==> config.mk <==
export PLATFORM = sky130hd
export DESIGN_NAME = labs_energy_eval
export DESIGN_NICKNAME = d
export VERILOG_FILES = /design/src/rtl/labs_energy_eval.sv
export SDC_FILE = /design/constraint.sdc
export NUM_CORES = 1
export LEC_CHECK = 0
export CELL_PAD_IN_SITES_DETAIL_PLACEMENT = 1
export CELL_PAD_IN_SITES_GLOBAL_PLACEMENT = 2
export CORE_MARGIN = 1.5
export CORE_UTILIZATION = 35
export DETAILED_ROUTE_END_ITERATION = 8
export GPL_TIMING_DRIVEN = 0
export PLACE_DENSITY = 0.78
export SLEW_MARGIN = 25
export SYNTH_ARGS = -nofsm -noshare
export SYNTH_HDL_FRONTEND = slang
export SYNTH_SLANG_ARGS = --single-unit
==> constraint.sdc <==
create_clock -name wb_clk_i -period 14.45 [get_ports wb_clk_i]
set_input_delay 1.445 -clock wb_clk_i [delete_from_list [all_inputs] [get_ports wb_clk_i]]
set_output_delay 1.445 -clock wb_clk_i [all_outputs]
set_load 0.05 [all_outputs]
==> src/rtl/labs_energy_eval.sv <==
// LABS energy evaluator: accepts one candidate sequence and computes the saturated
// sum of squared aperiodic autocorrelations, one lag per clock.
module labs_energy_eval #(
   parameter int SEQ_WIDTH = 16,
   parameter int E_WIDTH   = 16
) (
   input  logic                 wb_clk_i,
   input  logic                 wb_rst_i,
   input  logic                 in_valid,
   output logic                 in_ready,
   input  logic [SEQ_WIDTH-1:0] in_seq,
   output logic                 out_valid,
   input  logic                 out_ready,
   output logic [SEQ_WIDTH-1:0] out_seq,
   output logic [E_WIDTH-1:0]   out_energy,
   output logic                 out_overflow
);

   localparam int K_W   = $clog2(SEQ_WIDTH);
   localparam int CW    = $clog2(SEQ_WIDTH + 1);
   localparam int SQ_W  = 2 * CW;
   localparam int SUM_W = ((E_WIDTH > SQ_W) ? E_WIDTH : SQ_W) + 1;

   typedef enum logic [1:0] {IDLE, CALC, DONE} state_t;

   state_t               state_q, state_d;
   logic [SEQ_WIDTH-1:0] seq_q, seq_d;
   logic [K_W-1:0]       k_q, k_d;
   logic [E_WIDTH-1:0]   acc_q, acc_d;
   logic                 ovf_q, ovf_d;

   logic [SEQ_WIDTH-1:0] diff;
   logic [CW-1:0]        d_cnt;
   logic [CW-1:0]        n_minus_k;
   logic [CW-1:0]        agree;
   logic [CW-1:0]        abs_c;
   logic [SQ_W-1:0]      c_sq;
   logic [SUM_W-1:0]     sum;
   logic [SUM_W-1:0]     e_max;
   logic                 last_lag;

   // |C_k| = |agreements - disagreements| over the N-k overlapping pairs at lag k.
   always_comb begin
      diff  = (seq_q ^ (seq_q >> k_q)) & ({SEQ_WIDTH{1'b1}} >> k_q);
      // NOTE: blocking assignments here because d_cnt is a running sum within one evaluation.
      d_cnt = '0;
      for (int i = 0; i < SEQ_WIDTH; i++) begin
         d_cnt = d_cnt + CW'(diff[i]);
      end
      n_minus_k = CW'(SEQ_WIDTH) - CW'(k_q);
      agree     = n_minus_k - d_cnt;
      abs_c     = (agree >= d_cnt) ? (agree - d_cnt) : (d_cnt - agree);
      c_sq      = SQ_W'(abs_c) * SQ_W'(abs_c);
      sum       = SUM_W'(acc_q) + SUM_W'(c_sq);
   end

   assign e_max    = SUM_W'({E_WIDTH{1'b1}});
   assign last_lag = (k_q == K_W'(SEQ_WIDTH - 1));

   always_comb begin
      // NOTE: every signal gets a default first so no path leaves one unassigned (no latches).
      state_d   = state_q;
      seq_d     = seq_q;
      k_d       = k_q;
      acc_d     = acc_q;
      ovf_d     = ovf_q;
      in_ready  = 1'b0;
      out_valid = 1'b0;
      unique case (state_q)
         IDLE: begin
            in_ready = 1'b1;
            if (in_valid) begin
               seq_d   = in_seq;
               k_d     = K_W'(1);
               acc_d   = '0;
               ovf_d   = 1'b0;
               state_d = CALC;
            end
         end
         CALC: begin
            if (sum > e_max) begin
               acc_d = '1;
               ovf_d = 1'b1;
            end else begin
               acc_d = sum[E_WIDTH-1:0];
            end
            k_d = k_q + K_W'(1);
            if (last_lag) state_d = DONE;
         end
         DONE: begin
            out_valid = 1'b1;
            if (out_ready) state_d = IDLE;
         end
         default: state_d = IDLE;
      endcase
   end

   // NOTE: every register is reset here, including the datapath, because they drive outputs directly.
   always_ff @(posedge wb_clk_i or posedge wb_rst_i) begin
      if (wb_rst_i) begin
         state_q <= IDLE;
         seq_q   <= '0;
         k_q     <= K_W'(1);
         acc_q   <= '0;
         ovf_q   <= 1'b0;
      end else begin
         state_q <= state_d;
         seq_q   <= seq_d;
         k_q     <= k_d;
         acc_q   <= acc_d;
         ovf_q   <= ovf_d;
      end
   end

   assign out_seq      = seq_q;
   assign out_energy   = acc_q;
   assign out_overflow = ovf_q;

endmodule

==> results of run 1 <==
==> flip-flops by register name, indices dropped and copies added, names as in the netlist <==
name / flops
k_q: 4
out_energy: 16
out_overflow: 1
out_seq: 16
state_q: 2
==> routing by layer <==
metal | up-vias | routed length [um]
met5 | - | 0
met3 | 6 | 253
met4 | 0 | 79
met1 | 1825 | 5920
met2 | 52 | 5840
li1 | 1770 | -
==> worst paths after layout <==
kind / endpoint / depth (start not counted) / slack (ns) / from
min: out_overflow / 2 / 0.49 / out_overflow
min reg2reg: out_overflow / 2 / 0.49 / out_overflow
max reg2reg: out_energy[13] / 39 / 2.75 / k_q[0]
max: out_energy[13] / 39 / 2.75 / k_q[0]
min in group asynchronous: out_seq[5] / 2 / 1.41 / wb_rst_i
max in group asynchronous: k_q[0] / 3 / 12.53 / wb_rst_i
==> layout by cell type (no fill, tap or decap), types with 3 or more instances in the layout <==
| master | instances |
|---|---|
| nand2_1 | 79 |
| clkdlybuf4s50_1 | 54 |
| ha_1 | 46 |
| inv_1 | 40 |
| dfrtp_1 | 38 |
| fa_1 | 24 |
| nand3_1 | 23 |
| nor2_1 | 21 |
| a21oi_1 | 19 |
| xor2_1 | 16 |
| xnor2_1 | 14 |
| clkbuf_1 | 14 |
| mux4_2 | 12 |
| mux2i_1 | 11 |
| o21ai_0 | 9 |
| a21o_1 | 7 |
| nor2b_1 | 7 |
| nor3_1 | 7 |
| o211ai_2 | 7 |
| o21ai_1 | 6 |
| o211ai_1 | 6 |
| a211oi_1 | 5 |
| clkbuf_16 | 5 |
| buf_2 | 4 |
| nand2b_1 | 4 |
| and3_1 | 4 |
| o21bai_1 | 4 |
| o31ai_1 | 3 |
| or2_1 | 3 |
| o311ai_1 | 3 |
==> cell type report <==
type | instances | area [um2]
Inverter | 42 | 158
Multi-Input combinational cell | 373 | 3120
Clock buffer | 8 | 156
Buffer | 22 | 110
Fill cell | 1451 | 6820
Timing Repair Buffer | 55 | 561
Sequential cell | 39 | 977
Tap cell | 168 | 210
==> per-stage QoR <==
| stage | util (%) | cell area (um2) |
|---|---|---|
| final | 43.7 | 5300 |
| after CTS | 43.7 | 5300 |
| after global routing | 43.7 | 5300 |
| after global placement | 42.3 | 5120 |
| after floorplan | - | 4370 |
| after detailed placement | 42.4 | 5140 |
==> tightest hold or removal path, stage by stage (launching register included) <==
cell and delay (ns):
dfrtp_1 0.34, nand2_1 0.05, nand2_1 0.06
==> kinds of logic after synthesis <==
kind of cell | count (synthesis) | share of synthesized area (%)
adder cells (fa/ha/maj) | 70 | 24.2
AO/OA/AOI/OAI | 88 | 14.8
multiplexers | 23 | 8.71
AND/OR/NAND/NOR | 159 | 16.5
flip-flops | 39 | 22.4
buffers and inverters | 64 | 6.13
XOR/XNOR | 33 | 7.39
==> key figures, run 1 <==
Run status
  – Outcome: finished clean

Route
  – Drt drc: 0
  – Via count: 3653
  – Via density: 5.17
  – DRT Wirelength: 12.1 mm
  – Drt pass-1 iters: 4
  – Initial DRC Count: 153
  – Routed Antenna Nets: 0
  – WL/cell: 17.1 um

Global routing
  – Initial antenna violation count: 0
  – Vias in the first global route: 4004
  – Met2 usage: 34.3%
  – First-pass GRT wire length: 20.8 mm
  – Largest net degree at the start of global routing: 31
  – GRT busiest layer: met2
  – GRT Total Usage: 19.7%
  – Grt ovf: 0
  – Met1 GRT Util: 28.0%
  – Met3 usage: 1.32%

STA
  – Crit path setup slack, layout: 2.75 ns
  – Worst-Margin Slew: 0.706 ns
  – Fmax: 85.5 MHz
  – Fin crit share: 81.0%
  – Final hold violation count: 0
  – Rel. slew slack: 52.9%
  – Unrepaired setup endpoints after global routing: no
  – Setup TNS Final: 0 ns
  – Setup Skew: 0.00206 ns
  – Endpoints failing setup: 0
  – Final Critical Period: 11.70 ns
  – Hold Slack: 0.491 ns
  – Slew Viols, Final: 0

Logic synthesis
  – Yosys top cell by area: dfrtp_1
  – Post-synth ARST share: 100%
  – Top post-synthesis cells by area: dfrtp_1 (22%), ha_1 (13%), fa_1 (11%)
  – Count leader, synth: nand2_1
  – YS warnings: 0
  – Commonest cells in the netlist: nand2_1 (79), ha_1 (46), inv_1 (41)
  – Ys flop type: dfrtp_1
  – Post-Syn Area: 4370 um2
  – Synth Register Bits: 39
  – Top cell type's share of synthesized area: 21.8%
  – Mapped Cells: 476
  – EDFF count, synth: 0
  – Syn nets: 566
  – Seq/Total Area, Yosys: 22.4%
  – Distinct cell type count after synthesis: 59
  – Syn_area_per_cell: 9.18 um2

Critical path
  – Worst Path Buf+Inv: 6
  – Startpoint types: register
  – WP data required: 14.62 ns
  – WP data arrival: 11.87 ns
  – Kind of critical path: register to register
  – Worst path top cell family by delay: adder cells
  – CP dominant cell by count: fa_1
  – Critical path's largest stage delay: 0.68 ns
  – Worst Path Max Fanout: 10
  – Slowest CP cell: dfstp_2
  – Crit end category: register

Clocking
  – H-tree levels: 2
  – Post-cts sizing count: 0
  – Root Buffer: clkbuf_16
  – Cts hold-fix bufs: 0
  – CTS tree: yes
  – Clk sink count: 39
  – Clock latency at the later pin of the worst-skew pair: 0.28 ns
  – CTS Buf Count: 5
  – Clk buf depth: 2
  – Setup Buffers After CTS: 0
  – Clock Pin Slew Worst Setup and Hold Paths: 0.06 ns

Placement
  – Hpwl dp: 9.53 mm
  – Gp weighted congestion: 0.856
  – DP Worst Slack: 2.67 ns
  – Port bufs: 54
  – Cells after DPL: 699

Floorplan
  – Initial cell density of the core: 36.1%
  – Chip Height: 115 um
  – Row count: 40
  – Die Wd: 115 um
  – Core area: 12100 um2
  – # IOs: 55
  – Die ar.: 13200 um2

Flow run
  – MaxCap Viol Count: 0

Final layout
  – Layout cell share with drive strength beyond 1: 8.16%
  – Area growth, synth to finish: 21.2%
  – Ant. Diodes: 0
  – Nets: 628
  – Fin cells: 707

Hold path
  – Hold Crit Class: register to register
Power of run 1 is left out: the tool's default activity adds up to more than one toggle a clock period on the data nets, which glitch-free logic cannot reach.
==> inputs of run 2 (changes only) <==
Clock period 14.45 ns to 11.35 ns, I/O delays scaled along.
==> run 2 against run 1 <==
Against the previous run:
- cell count grew 1.4%
- hold slack lost 0.00052 ns
- sequential share of layout area shrank 0.84 points
- sequential cell count is the same
- maximum frequency grew 7.0%
- non-clock buffer count grew 10
- worst setup slack lost 2.3 ns
- register-to-register slack lost 2.3 ns
- routed wire length grew 2.4%
- first-iteration DRC count shrank 0.65%
- global-route usage grew 0.14 points
- clock-buffer cell count is the same
- critical endpoint is now out_energy[10]
- largest cell class unchanged
- highest routed layer unchanged
==> key figures, run 2 (same netlist as run 1, synthesis figures left out) <==
Global routing
  – Initial antenna violation count: 0 (unchanged)
  – Grt ovf: 0 (unchanged)
  – Vias in the first global route: 4023 (was 4004)
  – First-pass GRT wire length: 20.9 mm (was 20.8 mm)
  – GRT Total Usage: 19.8% (was 19.7%)
  – Largest net degree at the start of global routing: 31 (unchanged)

Critical path
  – Crit end category: register (unchanged)
  – Reg2reg end: out_energy[10] (was out_energy[13])
  – Critical Path End: out_energy[10] (was out_energy[13])
  – WP data arrival: 11.13 ns (was 11.87 ns)
  – Startpoint types: register (unchanged)
  – Reg2reg start: k_q[0] (unchanged)
  – Reg2reg path depth: 40 (was 39)
  – Kind of critical path: register to register (unchanged)
  – Critical path's largest stage delay: 0.56 ns (was 0.68 ns)
  – Slowest CP cell: dfstp_2 (unchanged)
  – Flop2flop setup slack: 0.41 ns (was 2.75 ns)
  – Worst Path Max Fanout: 10 (unchanged)
  – CP dominant cell by count: fa_1 (unchanged)
  – WP data required: 11.55 ns (was 14.62 ns)
  – Worst setup path startpoint: k_q[0] (unchanged)

Route
  – Drt drc: 0 (unchanged)
  – Initial DRC Count: 152 (was 153)
  – DRT Wirelength: 12.4 mm (was 12.1 mm)
  – Drt pass-1 iters: 4 (unchanged)
  – Via count: 3709 (was 3653)
  – Routed Antenna Nets: 0 (unchanged)
  – WL/cell: 17.3 um (was 17.1 um)
  – Via density: 5.17 (about the same)

Floorplan
  – Die Wd: 115 um (unchanged)
  – # IOs: 55 (unchanged)
  – Initial cell density of the core: 36.1% (unchanged)
  – Die ar.: 13200 um2 (unchanged)
  – Row count: 40 (unchanged)
  – Chip Height: 115 um (unchanged)
  – Core area: 12100 um2 (unchanged)

Final layout
  – Multi-input gate area: 3280 um2 (was 3120 um2)
  – Fin cells: 717 (was 707)
  – Most frequent cells in the layout: nand2_1 (79), clkdlybuf4s50_1 (54), ha_1 (42), inv_1 (40), dfrtp_1 (37) (was nand2_1 (79), clkdlybuf4s50_1 (54), ha_1 (46), inv_1 (40), dfrtp_1 (38))
  – Most common cell after layout, fill and taps aside: nand2_1 (unchanged)
  – Area growth, synth to finish: 27.2% (was 21.2%)
  – Layout fillers: 1423 (was 1451)
  – FF/Latch Area: 978 um2 (was 977 um2)
  – Ant. Diodes: 0 (unchanged)
  – Final non-filler cell area: 5560 um2 (was 5300 um2)
  – Layout cell share with drive strength beyond 1: 14.0% (was 8.16%)
  – Nets: 638 (was 628)

STA
  – Rel. slew slack: 52.3% (was 52.9%)
  – Fmax: 91.4 MHz (was 85.5 MHz)
  – Setup TNS Final: 0 ns (unchanged)
  – Setup Skew: 0.00226 ns (was 0.00206 ns)
  – Final hold violation count: 0 (unchanged)
  – Final Critical Period: 10.94 ns (was 11.70 ns)
  – Worst-Margin Slew: 0.715 ns (was 0.706 ns)
  – Endpoints failing setup: 0 (unchanged)
  – Fin crit share: 96.4% (was 81.0%)
  – Hold Slack: 0.490 ns (was 0.491 ns)
  – Slew Viols, Final: 0 (unchanged)

Placement
  – Hpwl dp: 9.53 mm (unchanged)
  – Port bufs: 54 (unchanged)
  – Cells after DPL: 699 (unchanged)
  – Placed cell areas: 5140 um2 (unchanged)
  – Gp weighted congestion: 0.856 (unchanged)

Flow run
  – MaxCap Viol Count: 0 (unchanged)

Clocking
  – CTS Buf Count: 5 (unchanged)
  – H-tree levels: 2 (unchanged)
  – Clock Pin Slew Worst Setup and Hold Paths: 0.06 ns (about the same)
  – Clk sink count: 39 (unchanged)
  – Clock latency at the later pin of the worst-skew pair: 0.28 ns (about the same)
  – CTS tree: yes (unchanged)
  – Clk buf depth: 2 (unchanged)
  – Root Buffer: clkbuf_16 (unchanged)

Hold path
  – WHS Path Cells: 2 (unchanged)
  – Hold Crit Class: register to register (unchanged)

Run status
  – Outcome: finished clean (unchanged)
==> run 2: changes by cell type in the layout (fill, tap and decap cells not counted), sizes merged <==
cell and change:
buf +9, clkbuf +1
==> run 2: area by class of cell <==
type | count | share of cell area, %
tap | 168 | 3.78
buffer | 22 | 2.41
timing repair buffer | 65 | 11.4
inverter | 42 | 2.84
multi-input combinational | 373 | 59.1
clock buffer | 8 | 2.81
sequential | 39 | 17.6
==> run 2: critical path: cells and delay by family (launching register included) <==
family	cells	cell delay (ns)
adders and majority gates	14	5.92
AOI/OAI and AO/OA	8	1.35
and+or+nand+nor	5	0.87
muxes	3	1.03
DFF	1	0.56
buffers and inverters	10	1.14
==> run 2: repair_timing <==
item | 4_1_cts | 5_1_grt
pin swaps | 2 | 7
hold buffers | 0 | 0
cloned | 0 | 0
setup buffers | 3 | 7
resized for setup | 6 | 30
endpoints found under the setup margin | 16 | 17
==> run 2: how the worst min path moves through the flow <==
stage | from | endpoint | slack [ns]
detailed placement | out_overflow | out_overflow | 0.48
global route | out_overflow | out_overflow | 0.54
CTS | out_overflow | out_overflow | 0.50
finish | out_overflow | out_overflow | 0.49
floorplan | state_q[0] | out_energy[11] | 0.65
global placement | out_overflow | out_overflow | 0.47
==> run 2: metrics by stage <==
stage,worst slack (ns),utilization (%)
finish,0.412,45.9
global placement,-0.254,42.3
floorplan,0.700,-
global route,-0.0262,45.9
CTS,0.0317,44.1
detailed placement,-0.429,42.4
==> run 2: routing by layer <==
layer	share of wire (%)	GRT usage, %	wire length [um]	vias to the layer above
met2	49	34.4	6070	50
met4	0.62	2.22	77	0
met1	48	28.3	5990	1862
met5	0	0	0	-
li1	-	-	-	1790
met3	1.9	1.32	239	7
Power of run 2 is left out for the same reason.
